## config.mk

```make
export PLATFORM = sky130hd
export DESIGN_NAME = ras_call_detect
export DESIGN_NICKNAME = d
export VERILOG_FILES = /design/src/rtl/ras_call_detect.sv
export SDC_FILE = /design/constraint.sdc
export NUM_CORES = 1
export LEC_CHECK = 0
export ABC_AREA = 1
export CAP_MARGIN = 15
export CORE_MARGIN = 2
export CORE_UTILIZATION = 44
export DETAILED_ROUTE_END_ITERATION = 6
export PLACE_DENSITY = 0.89
export SYNTH_ARGS = -nofsm -noshare
export SYNTH_HDL_FRONTEND = slang
export SYNTH_SLANG_ARGS = --single-unit
```

## constraint.sdc

```tcl
create_clock -name clk -period 11.65 [get_ports clk]
set_input_delay 1.7475 -clock clk [delete_from_list [all_inputs] [get_ports clk]]
set_output_delay 1.7475 -clock clk [all_outputs]
set_load 0.03 [all_outputs]
```

## src/rtl/ras_call_detect.sv

```systemverilog
// rtl/ras_call_detect.sv - call/return classifier and stage tag tracker feeding the return address stack
module ras_call_detect #(
    parameter int STAGES = 2,
    parameter int WIDTH  = 31
) (
    input  logic              clk,
    input  logic              rst_i,
    input  logic              in_valid,
    output logic              in_ready,
    input  logic [31:0]       in_pc,
    input  logic [31:0]       in_instr,
    output logic              out_valid,
    input  logic              out_ready,
    output logic [31:0]       out_pc,
    output logic [31:0]       out_instr,
    output logic              out_pred_valid,
    output logic [31:0]       out_pred_target,
    output logic              ras_push,
    output logic              ras_pop,
    output logic [WIDTH-1:0]  ras_din,
    input  logic [WIDTH-1:0]  ras_dout,
    input  logic              ras_valid,
    input  logic [STAGES-1:0] stage_adv,
    input  logic [STAGES-1:0] stage_kill,
    output logic [STAGES-1:0] ras_commit,
    output logic [STAGES-1:0] ras_flush
);

    localparam logic [6:0] OPC_JAL  = 7'b1101111;
    localparam logic [6:0] OPC_JALR = 7'b1100111;

    logic [6:0]        opcode;
    logic [4:0]        rd;
    logic [4:0]        rs1;
    logic [2:0]        funct3;
    logic              is_jal;
    logic              is_jalr;
    logic              rd_link;
    logic              rs1_link;
    logic              cls_push;
    logic              cls_pop;
    logic              in_fire;
    logic              out_fire;
    logic              any_kill;
    logic [31:0]       next_pc;
    logic              out_tag;
    logic [STAGES-1:0] tag;
    logic [STAGES-1:0] tag_next;
    logic [STAGES-1:0] kill_mask;

    // Decode the instruction fields and classify it as push, pop or both
    always_comb begin
        opcode   = in_instr[6:0];
        rd       = in_instr[11:7];
        funct3   = in_instr[14:12];
        rs1      = in_instr[19:15];
        is_jal   = (opcode == OPC_JAL);
        is_jalr  = (opcode == OPC_JALR) && (funct3 == 3'b000);
        rd_link  = (rd == 5'd1) || (rd == 5'd5);
        rs1_link = (rs1 == 5'd1) || (rs1 == 5'd5);
        // Every linking jump pushes; a JALR through a link register pops
        // unless it is the same register (which is a plain call).
        cls_push = (is_jal || is_jalr) && rd_link;
        cls_pop  = is_jalr && rs1_link && (!rd_link || (rd != rs1));
    end

    assign any_kill = |stage_kill;
    assign in_ready = !rst_i && !any_kill && (!out_valid || out_ready);
    assign in_fire  = in_valid && in_ready;
    assign out_fire = out_valid && out_ready;

    assign next_pc  = in_pc + 32'd4;
    assign ras_din  = next_pc[31:1];
    assign ras_push = cls_push && in_fire;
    assign ras_pop  = cls_pop && in_fire;

    assign ras_flush = stage_kill;

    // kill_mask[i]: stage i is squashed by a kill at stage i or any older stage
    always_comb begin
        kill_mask = '0;
        kill_mask[STAGES-1] = stage_kill[STAGES-1];
        for (int i = STAGES - 2; i >= 0; i--) begin
            kill_mask[i] = kill_mask[i+1] || stage_kill[i];
        end
    end

    // A tagged stage that advances and survives commits its stack operation
    always_comb begin
        ras_commit = '0;
        for (int i = 0; i < STAGES; i++) begin
            ras_commit[i] = !rst_i && stage_adv[i] && tag[i] && !kill_mask[i];
        end
    end

    // Tag conveyor: each stage takes its older neighbour's tag on advance, squashed stages clear
    always_comb begin
        tag_next = tag;
        if (out_fire) begin
            tag_next[0] = out_tag;
        end else if (stage_adv[0]) begin
            tag_next[0] = 1'b0;
        end
        for (int i = 1; i < STAGES; i++) begin
            if (stage_adv[i-1]) begin
                tag_next[i] = tag[i-1] && !kill_mask[i-1];
            end else if (stage_adv[i]) begin
                tag_next[i] = 1'b0;
            end
        end
        for (int i = 0; i < STAGES; i++) begin
            if (kill_mask[i]) begin
                tag_next[i] = 1'b0;
            end
        end
    end

    // Stage tag register
    always_ff @(posedge clk or posedge rst_i) begin
        if (rst_i) begin
            tag <= '0;
        end else begin
            tag <= tag_next;
        end
    end

    // Out register: load on accept, drain on out_ready, hold under backpressure, clear on kill
    always_ff @(posedge clk or posedge rst_i) begin
        if (rst_i) begin
            out_valid       <= 1'b0;
            out_tag         <= 1'b0;
            out_pc          <= '0;
            out_instr       <= '0;
            out_pred_valid  <= 1'b0;
            out_pred_target <= '0;
        end else if (any_kill) begin
            out_valid <= 1'b0;
            out_tag   <= 1'b0;
        end else if (in_fire) begin
            out_valid <= 1'b1;
            out_tag   <= cls_push || cls_pop;
            out_pc    <= in_pc;
            out_instr <= in_instr;
            // ras_dout still shows the top before this cycle's pop takes effect
            if (cls_pop) begin
                out_pred_valid  <= ras_valid;
                out_pred_target <= {ras_dout, 1'b0};
            end else begin
                out_pred_valid  <= 1'b0;
            end
        end else if (out_ready) begin
            out_valid <= 1'b0;
            out_tag   <= 1'b0;
        end
    end

endmodule

```

Word level (Yosys, flattened, before mapping). Index checks and enable logic that the tools add are counted.

Bits in registers: 100. Output and inout bits: 136. Logic and storage cells: 66.

Add/sub/neg operators: 1. Equal/unequal tests: 7. Mux-type cells: 12. Bitwise logic cells: 1. Reductions and logical operators: 37.

Operators by type and width (number): adder 32 x 3 -> 32 bit (second input constant) (1); logical AND 1 bit (17); equality test 7 bit (second input constant) (2); two-way mux 1 bit (12); equality test 5 x 1 -> 1 bit (second input constant) (2); equality test 5 x 3 -> 1 bit (second input constant) (2); nonzero test 3 bit (3); logical OR 1 bit (7); logical NOT 1 bit (6); != test 5 bit (1); logical NOT 3 bit (1); AND reduction 3 bit (1); AND reduction 2 bit (1); OR reduction 2 bit (1); inverter 1 bit (1).

Depth between registers and ports, before layout. Gate-level depths: netlist of run 1.

Word-level depth: 8. Mapped depth: 10. Depth with buffers taken out: 9.

Worst setup path after synthesis of run 1. No wires, ideal clock.

Kind: input-to-output. Start: input rst_i. End: output ras_pop. Data arrival time: 4.944 ns. Slack: 4.958 ns. Stages on the path: 8. Buffers on the path: 1. Cell sequence: inv_1 > nand3_2 > inv_2 > nand2_2 > inv_2 > nand3_2 > buf_2 > inv_1.

Longest elaborated chain between the ends: 5.

RTL lines: start, declared (RTL line 7) `input logic rst_i,`; logical NOT 1 bit (no line); logical AND 1 bit (2 in series) (RTL line 68) `assign in_ready = !rst_i && !any_kill && (!out_valid || out_ready);`; via in_ready (RTL line 9) `output logic in_ready,`; logical AND 1 bit (RTL line 69) `assign in_fire = in_valid && in_ready;`; logical AND 1 bit (RTL line 75) `assign ras_pop = cls_pop && in_fire;`; end, declared (RTL line 19) `output logic ras_pop,`.

The timed path passes the listed nets, and every way through them passes these cells.

Worst setup path in the final report of run 1.
Start: input rst_i. End: output ras_pop.

Longest elaborated chain between the ends: 5.

RTL lines (RTL line): logical NOT 1 bit (no line); logical AND 1 bit (2 in series) (68); logical AND 1 bit (69); logical AND 1 bit (75).

No other way between the ends.

==> qor.yml, run 1 <==
grt:
  grt_max_degree: 111
  grt_pass1_vias: 4936
  grt_use_total_pct: 26.3
  grt-ovfl-total: 0
  antenna_found_initial: 0
  grt_pass1_wl_um: 24300
clock_tree:
  post_cts_resized: 0
  cts_setup_buffers: 0
  cts.clk_slew.worst_paths_ps: 100
  clock-sinks: 100
  clockBufferDepth: 2
  cts_buffers: 9
  htree_num_levels: 3
  cts_root_buf: "clkbuf_8"
  hold_buffers: 0
  clock_latency_ps: 360
  cts_tree: "yes"
timing:
  grt_setup_unrepaired: "false"
  hold_viol_final: 0
  skew_ps: 12.5
  setup_ws_ps: 4530
  final_max_slew_viol_count: 0
  period_minus_slack_ps: 7120
  relSlewSlack_pct: 30.8
  fin_setup_tns_ps: 0
  finalSetupViolCount: 0
  fmax_mhz: 140
  layout_worst_path_cycle_share_pct: 61.1
  worstMarginPinSlew_ps: 1040
synth:
  ys_seq_area_share_pct: 50.7
  synth.net_count: 755
  synth_top_area_cell: "dfrtp_1"
  ys_ff_latch: 100
  async_flop_share_pct: 100
  syn_area_um2: 4940
  yosys-top-cells-area: "dfrtp_1, nand2_1, nand3_1"
  synthCells: 650
  synth_top_area_share_pct: 50.7
  yosysUniqueCellTypes: 24
  synth_warnings: 0
  syn_area_per_cell_um2: 7.59
  synth-main-ff-cell: "dfrtp_1"
  synth_edf_count: 0
cells_and_area:
  syn2layout_area_growth_pct: 52.6
  register_area_um2: 2500
  final_common_cell: "nand2_1"
  final_cell_mix: "nand2_1, clkdlybuf4s50_1, dfrtp_1, nand3_1, inv_1"
  multiInputGateArea_um2: 2040
  fillers: 859
  fin_nets: 979
  drive_above_1_share_pct: 3.30
  diodes: 0
pwr:
  vdd_ir_drop_max_uv: 57.5
  p_int_mw: 0.604
  power_switching_share_pct: 35.8
  p_leak_nw: 3.68
  pwr-share-seq_pct: 43.9
  power_frac_comb_pct: 33.7
  pwr-share-clk_pct: 22.4
  powerDensity_nw_per_um2: 125
  totalPowerFinal_mw: 0.941
  p_sw_mw: 0.337
floorplanning:
  fp.dieH_um: 110
  die_width_um: 110
  num_rows: 38
  core_area_um2: 10900
  start_util_pct: 45.3
  io_pins: 240
  die_area_um2: 12100
place:
  io_buffers: 238
  dp_slack_ps: 4490
  hpwl_um: 12200
  gp_congestion: 0.916
detailed_routing:
  wirelength_um: 15800
  drtIter0Drc: 323
  wire_per_inst_um: 15.5
  firstDrtPassIters: 7
  drc: 0
  ant_nets: 0
  route.vias.total: 5052
  vias_per_cell: 4.96
critical_path:
  critPathArrivalTime_ps: 5380
  crit_fanout: 110
  crit_type: "input pin to primary output"
  critPathLaunchType: "input pin"
  rrSetupSlack_ps: 8760
  endpoint_kind: "primary output"
  critPathRequiredTime_ps: 9900
min_path:
  hold_class: "register to register"
run_status:
  status: "finished, final reports clean"
job:
  maxCapViolations: 0
[synth_stat cells (5+ instances only)]
| library cell | count |
|---|---|
| nand2_1 | 268 |
| dfrtp_1 | 100 |
| nand3_1 | 59 |
| inv_1 | 58 |
| nor2_1 | 44 |
| o21ai_0 | 41 |
| xor2_1 | 16 |
| nor3_1 | 15 |
| clkbuf_1 | 11 |
| buf_2 | 7 |
| buf_6 | 5 |
| nand4_1 | 5 |
[through the flow]
stage          hold slack [ps]  instance area (µm²)  util (%)  instances
2_1_floorplan              491                 4940         -        650
3_3_place_gp               453                 7350      67.5       1003
3_5_place_dp               459                 7350      67.5       1003
4_1_cts                    482                 7530      69.2       1019
5_1_grt                    503                 7530      69.2       1019
6_report                   480                 7530      69.2       1019
[cell type report]
| type | count | area share [%] |
|---|---|---|
| Sequential cell | 100 | 33.2 |
| Timing Repair Buffer | 240 | 31.8 |
| Multi-Input combinational cell | 461 | 27.1 |
| Inverter | 62 | 3.12 |
| Tap cell | 140 | 2.32 |
| Clock buffer | 10 | 1.69 |
| Clock inverter | 6 | 0.714 |
[critical path: stages]
cell	delay (ps)
clkdlybuf4s50_1	460
inv_4	330
nand3_2	120
inv_2	80
nand2_4	500
inv_2	650
nand3_2	600
inv_1	170
clkdlybuf4s50_1	680
[flip-flops by register name, summed over array words and instances (netlist names)]
| name | flops |
|---|---|
| tag | 2 |
| out_pred_valid | 1 |
| out_valid | 1 |
| out_pred_target | 31 |
| out_instr | 32 |
| out_tag | 1 |
| out_pc | 32 |
[logic make-up (layout without fill, tap and decap cells)]
| logic type | after synthesis | after routing | synth area share [%] |
|---|---|---|---|
| compound gates | 44 | 44 | 4.59 |
| buf+inv | 89 | 318 | 8.01 |
| xor+xnor | 16 | 16 | 2.84 |
| flops | 100 | 100 | 50.7 |
| other cells | 1 | 1 | 0.0760 |
| fa+ha+maj | 1 | 1 | 0.253 |
| simple gates | 399 | 399 | 33.5 |
[metal layers]
layer / wire length, µm / vias to the layer above / global-route usage (%)
met5: 0 / - / 0
met4: 395 / 0 / 9.58
met3: 1780 / 29 / 9.96
met2: 7470 / 261 / 44.3
met1: 6150 / 2287 / 30.4
li1: - / 2475 / -
[power by group through the flow]
stage	Sequential (mW)	Combinational, mW	Clock (mW)
4_1_cts	0.413	0.319	0.213
2_1_floorplan	0.501	0.0721	0
3_5_place_dp	0.419	0.318	0
5_1_grt	0.419	0.337	0.227
3_3_place_gp	0.418	0.314	0
6_report	0.413	0.317	0.211
[path summary, 6_finish.rpt]
kind,start,endpoint,cells after the start
hold / removal,out_pred_target[31],out_pred_target[31],2
hold reg to reg,out_pred_target[31],out_pred_target[31],2
min in group asynchronous,rst_i,out_pred_target[2],2
setup reg to reg,out_valid,out_pred_target[18],8
setup / recovery,rst_i,ras_pop,9
max in group asynchronous,rst_i,out_pc[7],3
No activity file was read; power rests on OpenSTA's default activity.
==> inputs of run 2 (changes only) <==
--- a/config.mk
+++ b/config.mk
@@ -8,9 +8,9 @@
 export ABC_AREA = 1
 export CAP_MARGIN = 15
 export CORE_MARGIN = 2
-export CORE_UTILIZATION = 44
+export CORE_UTILIZATION = 41
 export DETAILED_ROUTE_END_ITERATION = 6
-export PLACE_DENSITY = 0.89
+export PLACE_DENSITY = 0.84
 export SYNTH_ARGS = -nofsm -noshare
 export SYNTH_HDL_FRONTEND = slang
 export SYNTH_SLANG_ARGS = --single-unit
==> constraint.sdc (replaced) <==
create_clock -name clk -period 6.8 [get_ports clk]
set_input_delay 1.02 -clock clk [delete_from_list [all_inputs] [get_ports clk]]
set_output_delay 1.02 -clock clk [all_outputs]
set_load 0.03 [all_outputs]
==> run 2 against run 1 <==
Net effect:
- sequential share of layout area shrank 0.50 points
- via count is 1.3% lower
- setup slack got worse by 2700 ps
- register-to-register slack worse by 4100 ps
- wire length shrank 2.7%
- total power is 84% higher
- clock skew decreased by 6.7 ps
- combinational power rose by 70%
==> qor.yml, run 2 (synthesis results as in run 1) <==
critical_path:
  cpLargestDelayFamily: "buffers and inverters"  # unchanged
  crit_chain: "clkdlybuf4s50_1 > inv_4 > nand3_2 > inv_2 > nand2_4 > inv_2 > nand3_2 > inv_1 > clkdlybuf4s50_1"  # unchanged
  critPathLaunchType: "input pin"  # unchanged
  cpPeakStageDelay_ps: 690  # was 680 ps
  crit_fanout: 46  # was 110
  critPathRequiredTime_ps: 5780  # was 9900 ps
  critPathArrivalTime_ps: 3990  # was 5380 ps
  crit_type: "input pin to primary output"  # unchanged
  endpoint_kind: "primary output"  # unchanged
  crit_buf_inv: 6  # unchanged
  slowest_stage: "clkdlybuf4s50_1"  # unchanged
cells_and_area:
  final_common_cell: "nand2_1"  # unchanged
  final_core_util_pct: 64.5  # was 69.2%
  multiInputGateArea_um2: 2040  # unchanged
  top_regs: "out_instr: 32 flops, out_pc: 32 flops, out_pred_target: 31 flops"  # unchanged
  fillers: 1022  # was 859
  fin_nets: 980  # was 979
  drive_above_1_share_pct: 3.30  # about the same
  diodes: 0  # unchanged
  syn2layout_area_growth_pct: 55.0  # was 52.6%
  register_area_um2: 2500  # unchanged
  final_cell_mix: "nand2_1, clkdlybuf4s50_1, dfrtp_1, nand3_1, inv_1"  # unchanged
  final_area_um2: 7650  # was 7530 µm²
floorplanning:
  io_pins: 240  # unchanged
  die_area_um2: 12900  # was 12,100 µm²
  core_area_um2: 11900  # was 10,900 µm²
  fp.dieH_um: 114  # was 110 µm
  num_rows: 40  # was 38
  die_width_um: 114  # was 110 µm
  start_util_pct: 41.6  # was 45.3%
timing:
  layout_worst_path_cycle_share_pct: 73.7
  relSlewSlack_pct: 32.0  # was 30.8%
  fin_setup_tns_ps: 0  # unchanged
  setup_ws_ps: 1790  # was 4530 ps
  skew_ps: 5.87  # was 12.5 ps
  finalSetupViolCount: 0  # unchanged
  hold_viol_final: 0  # unchanged
  worstMarginPinSlew_ps: 1020  # was 1040 ps
  period_minus_slack_ps: 5010
  final_max_slew_viol_count: 0  # unchanged
  grt_setup_unrepaired: "false"  # unchanged
  fmax_mhz: 200
clock_tree:
  clock-sinks: 100  # unchanged
  clockBufferDepth: 2  # unchanged
  clock_latency_ps: 340  # was 360 ps
  cts_root_buf: "clkbuf_16"  # was clkbuf_8
  cts_buffers: 9  # unchanged
  post_cts_resized: 0  # unchanged
  hold_buffers: 0  # unchanged
  cts_tree: "yes"  # unchanged
  htree_num_levels: 3  # unchanged
  cts_setup_buffers: 0  # unchanged
  cts.clk_slew.worst_paths_ps: 60  # was 100 ps
grt:
  grt_max_degree: 110  # was 111
  grt-ovfl-total: 0  # unchanged
  grt_pass1_wl_um: 24300  # about the same
  grt_pass1_vias: 4746  # was 4,936
  grt_use_total_pct: 24.1  # was 26.3%
  antenna_found_initial: 0  # unchanged
detailed_routing:
  wirelength_um: 15400  # was 15,800 µm
  wire_per_inst_um: 15.0  # was 15.5 µm
  route.vias.total: 4986  # was 5,052
  drc: 0  # unchanged
  firstDrtPassIters: 4  # was 7
  drtIter0Drc: 354  # was 323
  vias_per_cell: 4.85  # was 4.96
  ant_nets: 0  # unchanged
place:
  dp_slack_ps: 1690  # was 4490 ps
  hpwl_um: 11700  # was 12,200 µm
  place_area_um2: 7370  # was 7350 µm²
  gp_congestion: 0.917  # was 0.916
  io_buffers: 238  # unchanged
job:
  maxCapViolations: 0  # unchanged
run_status:
  status: "finished, final reports clean"  # unchanged
pwr:
  vdd_ir_drop_max_uv: 129  # was 57.5 µV
  p_leak_nw: 3.73  # was 3.68 nW
  totalPowerFinal_mw: 1.73  # was 0.941 mW
  powerDensity_nw_per_um2: 226  # was 125 nW/µm²
min_path:
  hold_class: "register to register"  # unchanged
-- run 2: cell type report --
type                       instances  area share (%)
clock buffer                      12            3.22
clock inverter                     4           0.442
inverter                          62            3.07
multi-input combinational        461            26.7
sequential                       100            32.7
tap                              147            2.40
timing repair buffer             241            31.4
-- run 2: worst min-delay path: stages (launching register included) --
cell and delay (ps):
dfrtp_1 340, nand2_1 50, nand2_1 50
-- run 2: stage by stage --
step           std cells  hold WS [ps]
2_1_floorplan        650           491
3_3_place_gp        1011           453
3_5_place_dp        1011           457
4_1_cts             1027           474
5_1_grt             1027           493
6_report            1027           470
-- run 2: worst paths after layout --
check | startpoint | endpoint | slack (ps) | depth (start not counted)
worst max-delay path | rst_i | ras_pop | 1790 | 9
worst min-delay path | out_pred_target[5] | out_pred_target[5] | 470 | 2
worst max register to register | out_valid | out_pred_target[23] | 4690 | 8
worst min register to register | out_pred_target[5] | out_pred_target[5] | 470 | 2
max in group asynchronous | rst_i | out_pc[24] | 4530 | 3
min in group asynchronous | rst_i | out_pred_target[8] | 1110 | 2
-- run 2: layer usage --
metal  share of wire (%)  track usage [%]  routed length, µm
met5                   0                0                  0
met4                 2.8             9.43                423
met3                  10             8.08               1550
met2                  46             38.7               7010
met1                  41             30.1               6380
-- run 2: report_power, final --
part / internal (mW) / leakage [nW] / switching, mW / total, mW
sequential: 0.666 / 1.31 / 0.0413 / 0.707
combinational: 0.230 / 2.29 / 0.309 / 0.539
clock: 0.261 / 0.133 / 0.222 / 0.483
total: 1.16 / 3.73 / 0.572 / 1.73
